`src/rtl/sync_updown_mod.sv`:
```
// Parametrised synchronous up/down counter with modulus, parallel load,
// wrap or saturate boundary handling, terminal-count pulse and sticky overflow.
module sync_updown_mod #(
    parameter int unsigned WIDTH     = 4,
    parameter int unsigned MAX_COUNT = 15,
    parameter int unsigned SATURATE  = 0
) (
    input  logic             clk,
    input  logic             reset,
    input  logic             t,
    input  logic             M,
    input  logic             load,
    input  logic [WIDTH-1:0] d,
    input  logic             clr_ovf,
    output logic [WIDTH-1:0] q,
    output logic [WIDTH-1:0] qb,
    output logic             tc,
    output logic             ovf
);

    localparam longint unsigned RANGE_CAP = (64'd1 << WIDTH) - 64'd1;
    localparam logic [WIDTH-1:0] MAX_Q    = WIDTH'(MAX_COUNT);
    localparam logic [WIDTH-1:0] ZERO_Q   = '0;
    localparam logic [WIDTH-1:0] ONE_Q    = WIDTH'(1);

    // Reject a modulus that does not fit in the counter width.
    if (WIDTH < 1) begin : g_bad_width
        $error("sync_updown_mod: WIDTH must be at least 1");
    end
    if (64'(MAX_COUNT) > RANGE_CAP) begin : g_bad_max
        $error("sync_updown_mod: MAX_COUNT exceeds 2**WIDTH-1");
    end

    logic [WIDTH-1:0] q_r;
    logic [WIDTH-1:0] qb_r;
    logic             tc_r;
    logic             ovf_r;

    logic [WIDTH-1:0] q_nxt;
    logic             tc_nxt;
    logic             ovf_nxt;
    logic             at_top;
    logic             at_bottom;
    logic             boundary;
    logic [WIDTH-1:0] load_val;

    // Boundary detection and load clamping.
    always_comb begin
        at_top    = (q_r == MAX_Q);
        at_bottom = (q_r == ZERO_Q);
        load_val  = (d > MAX_Q) ? MAX_Q : d;
    end

    // Next-state selection: load beats counting, counting beats hold.
    always_comb begin
        q_nxt    = q_r;
        boundary = 1'b0;
        if (load) begin
            q_nxt = load_val;
        end else if (t) begin
            if (!M) begin
                if (at_top) begin
                    boundary = 1'b1;
                    q_nxt    = (SATURATE != 0) ? q_r : ZERO_Q;
                end else begin
                    q_nxt = q_r + ONE_Q;
                end
            end else begin
                if (at_bottom) begin
                    boundary = 1'b1;
                    q_nxt    = (SATURATE != 0) ? q_r : MAX_Q;
                end else begin
                    q_nxt = q_r - ONE_Q;
                end
            end
        end
        tc_nxt  = boundary;
        // A boundary event on the same edge as a clear keeps the flag set.
        ovf_nxt = boundary | (ovf_r & ~clr_ovf);
    end

    // State register; qb is registered from the same next value so it never lags q.
    always_ff @(posedge clk) begin
        if (!reset) begin
            q_r   <= '0;
            qb_r  <= '1;
            tc_r  <= 1'b0;
            ovf_r <= 1'b0;
        end else begin
            q_r   <= q_nxt;
            qb_r  <= ~q_nxt;
            tc_r  <= tc_nxt;
            ovf_r <= ovf_nxt;
        end
    end

    assign q   = q_r;
    assign qb  = qb_r;
    assign tc  = tc_r;
    assign ovf = ovf_r;

endmodule
```
`config.mk`:
```
export PLATFORM = sky130hd
export DESIGN_NAME = sync_updown_mod
export DESIGN_NICKNAME = d
export VERILOG_FILES = /design/src/rtl/sync_updown_mod.sv
export SDC_FILE = /design/constraint.sdc
export NUM_CORES = 1
export LEC_CHECK = 0
export BUFFER_PORTS_ARGS = -buffer_cell sky130_fd_sc_hd__buf_2
export CAP_MARGIN = 15
export CORE_UTILIZATION = 35
export CTS_CLUSTER_DIAMETER = 120
export DETAILED_ROUTE_END_ITERATION = 7
export GPL_ROUTABILITY_DRIVEN = 0
export PLACE_DENSITY = 0.61
export SETUP_SLACK_MARGIN = 0.4
export SLEW_MARGIN = 30
export SYNTH_ARGS = -nofsm -noshare
export SYNTH_HDL_FRONTEND = slang
export SYNTH_SLANG_ARGS = --single-unit
```
`constraint.sdc`:
```
create_clock -name clk -period 2 [get_ports clk]
set_input_delay 0.3 -clock clk [delete_from_list [all_inputs] [get_ports clk]]
set_output_delay 0.3 -clock clk [all_outputs]
set_load 0.01 [all_outputs]
```
==> reports/summary.txt <==
Pre-CTS setup slack -> 331.4 ps
CTS max path bufs -> 2
PwrDens -> 677.8 nW/µm²
Status -> complete, no violations
Routed len/inst -> 11.62 µm
Crit-path max FO -> 7
Core area -> 1334 µm²
Worst path depth -> 6
Yosys reg bits -> 10
Slowest-stage cell, CP -> dfxtp_4
Initial drt markers -> 12
First-pass GRT wire length -> 1504 µm
Hold Path Class -> input pin to flop
Worst hold start -> reset
Worst r2r src -> q[0]
Max rail drop VDD -> 225.2 µV
Synth warnings -> 0
Vias per cell -> 5.204
Antenna violations before repair -> 0
R2R setup slack -> 450 ps
Clock root cell -> clkbuf_4
N_diodes -> 0
Largest net degree at the start of global routing -> 12
Netlist cell types -> 28
Rows -> 13
Worst slew margin -> 68.28%
CP cell instances -> inv_1 > ha_4 > o21bai_1 > a221oi_2 > a311oi_2 > o311ai_0
Setup TNS -> 0 ps
CTS tree -> yes
GRT Overall Usage -> 14.99%
Worst setup EP type -> flop
Post-Syn Area per Cell -> 9.327 µm²
Skew final -> 1.595 ps
Slack of the critical path -> 451.7 ps
Fill count -> 131
CP Launch Type -> flop
LEAKAGE -> 0.3280 nW
CP bufs+invs -> 1
Cell family with most CP delay -> compound AO/OA/AOI/OAI gates
Ratio of final minimum period to clock period -> 77.42%
Sequential share of the synthesized area -> 39.02%
Worst slew pin tran -> 474.6 ps
Cells after Synth -> 55
Hold EP -> qb[2]
Max Fclk -> 645.9 MHz
CP Data Arrival Time -> 1700 ps
DIE AREA -> 1623 µm²
Antenna-violating nets left -> 0
Die Wd -> 40.29 µm
Number of global-route vias before repair -> 346
Pins over their slew limit -> 0
Final Hold Fails -> 0
Layout area overhead -> 34.15%
Pre-antenna DRT Iters -> 4
CP peak stage delay -> 380 ps
Die height -> 40.29 µm
Reg-to-reg endpoint -> qb[3]
Initial core utilization -> 38.46%
Grt total ovfl -> 0
Later-pin clock latency in the skew report -> 260 ps
DRC viols -> 0
Vias after detailed routing -> 484
Layout cells sized above 1 -> 42.31%
Critical Path RT -> 2160 ps
Final WL -> 1081 µm
Clock tree sinks -> 10
Worst setup path class -> flop to flop
IO Count -> 20
# port buffers -> 19
HPWL Detailed -> 766.9 µm
RSZ-0062 raised after global routing -> no
Final core occ -> 51.59%
CTS clock-pin slew for the worst setup and hold paths -> 60 ps
Minimum clock period -> 1548 ps
TritonCTS Buffers -> 3
Syn Nets -> 68
WHS Path Cells -> 2
Mapped cell area -> 513.0 µm²
Setup-failing EPs final -> 0
CTS Hold Bufs -> 0
NumNets Final -> 93
Htree depth -> 1
Register-to-Register Path Depth -> 6
MaxCap Viol Count -> 0
worst reg2reg max path: stages (launching register included):
cell and delay (ps):
dfxtp_4 380, inv_1 90, ha_4 170, o21bai_1 160, a221oi_2 250, a311oi_2 80
o311ai_0 310
stage by stage:
stage                     hold WS, ps  total power, mW  cell area [µm²]  std cells
after CTS                       308.0           0.4655            660.6         91
after floorplan                 391.3           0.2900            515.5         55
final                           314.4           0.4664            688.2         93
after global placement          465.2           0.3262            619.3         88
after detailed placement        479.9           0.3254            619.3         88
after global routing            304.7           0.5003            688.2         93
cell type report:
| cell class | instances | area [µm²] | area share, % |
|---|---|---|---|
| flip-flops and latches | 10 | 209.0 | 30.36 |
| repair buffers | 21 | 110.1 | 16.00 |
| well taps | 15 | 18.77 | 2.727 |
| multi-input cells | 36 | 297.8 | 43.27 |
| inverters | 8 | 30.03 | 4.364 |
| clock buffers | 3 | 22.52 | 3.273 |
kinds of logic (layout without fill, tap and decap cells):
group,Yosys count,count (layout),share of synthesized area [%]
simple gates,13,13,14.88
buf+inv,9,32,7.805
fa+ha+maj,3,3,7.318
mux,1,1,2.195
xor+xnor,2,2,3.415
flops,10,10,39.02
compound gates,17,17,25.37
repair_timing:
action	CTS	global route
hold endpoints to repair	0	0
cloned	0	0
gates resized for setup	5	2
setup buffers	0	2
setup endpoints to repair	2	2
pin swaps	0	4
layout by cell type (no fill, tap or decap), types with 2 or more instances in the layout:
master,synthesis,routed
buf_4,0,2
clkbuf_4,0,3
nand2b_1,3,3
a21oi_1,2,2
o21ai_0,2,2
buf_2,0,19
ha_1,3,2
inv_1,8,8
a211oi_1,2,2
dfxtp_1,10,7
nor2_1,3,3
o311a_1,2,2
dfxtp_4,0,2
o311ai_0,2,2
registers in the layout, indices dropped and copies added, names as in the netlist, named ones only:
name,cells
qb,4
tc,1
ovf,1
q,3
how the worst max path moves through the flow:
stage,start,to,slack [ps]
floorplan,q[2],qb[3],420
global placement,q[0],flop,310
detailed placement,q[0],flop,330
CTS,q[0],flop,410
global route,q[0],flop,400
finish,q[0],qb[3],450
per-layer routing:
layer / vias up / global-route usage (%) / routed length (µm)
li1: 247 / - / -
met1: 223 / 18.54 / 484
met4: 0 / 15.83 / 40
met5: - / 0 / 0
met2: 10 / 19.76 / 526
met3: 4 / 3.889 / 29
cell usage after synthesis:
library cell	n	share of area, %
a31o_2	1	1.7
inv_1	8	5.9
a311oi_1	1	1.7
o21ai_0	2	2.0
a221oi_1	1	1.7
xnor2_1	1	1.7
nand2_1	1	0.73
o311ai_0	2	3.4
or3_1	1	1.2
and2_0	1	1.2
ha_1	3	7.3
or4_1	1	1.5
mux2_2	1	2.2
a2111oi_1	1	2.0
and2b_1	1	1.5
nor2_1	3	2.2
nor4_1	1	1.2
o211ai_1	1	1.5
xor2_1	1	1.7
clkdlybuf4s25_1	1	2.0
o21bai_1	1	1.5
dfxtp_1	10	39
a31oi_1	1	1.2
or2b_2	1	1.7
a211oi_1	2	2.9
a21oi_1	2	2.0
nand2b_1	3	3.7
o311a_1	2	3.9
report_power, final:
part / internal (mW) / total [mW] / switching [mW]
Sequential: 0.214 / 0.226 / 0.0124
Combinational: 0.0535 / 0.109 / 0.0550
Clock: 0.0692 / 0.132 / 0.0624
Power figures use the tool's default switching activity.
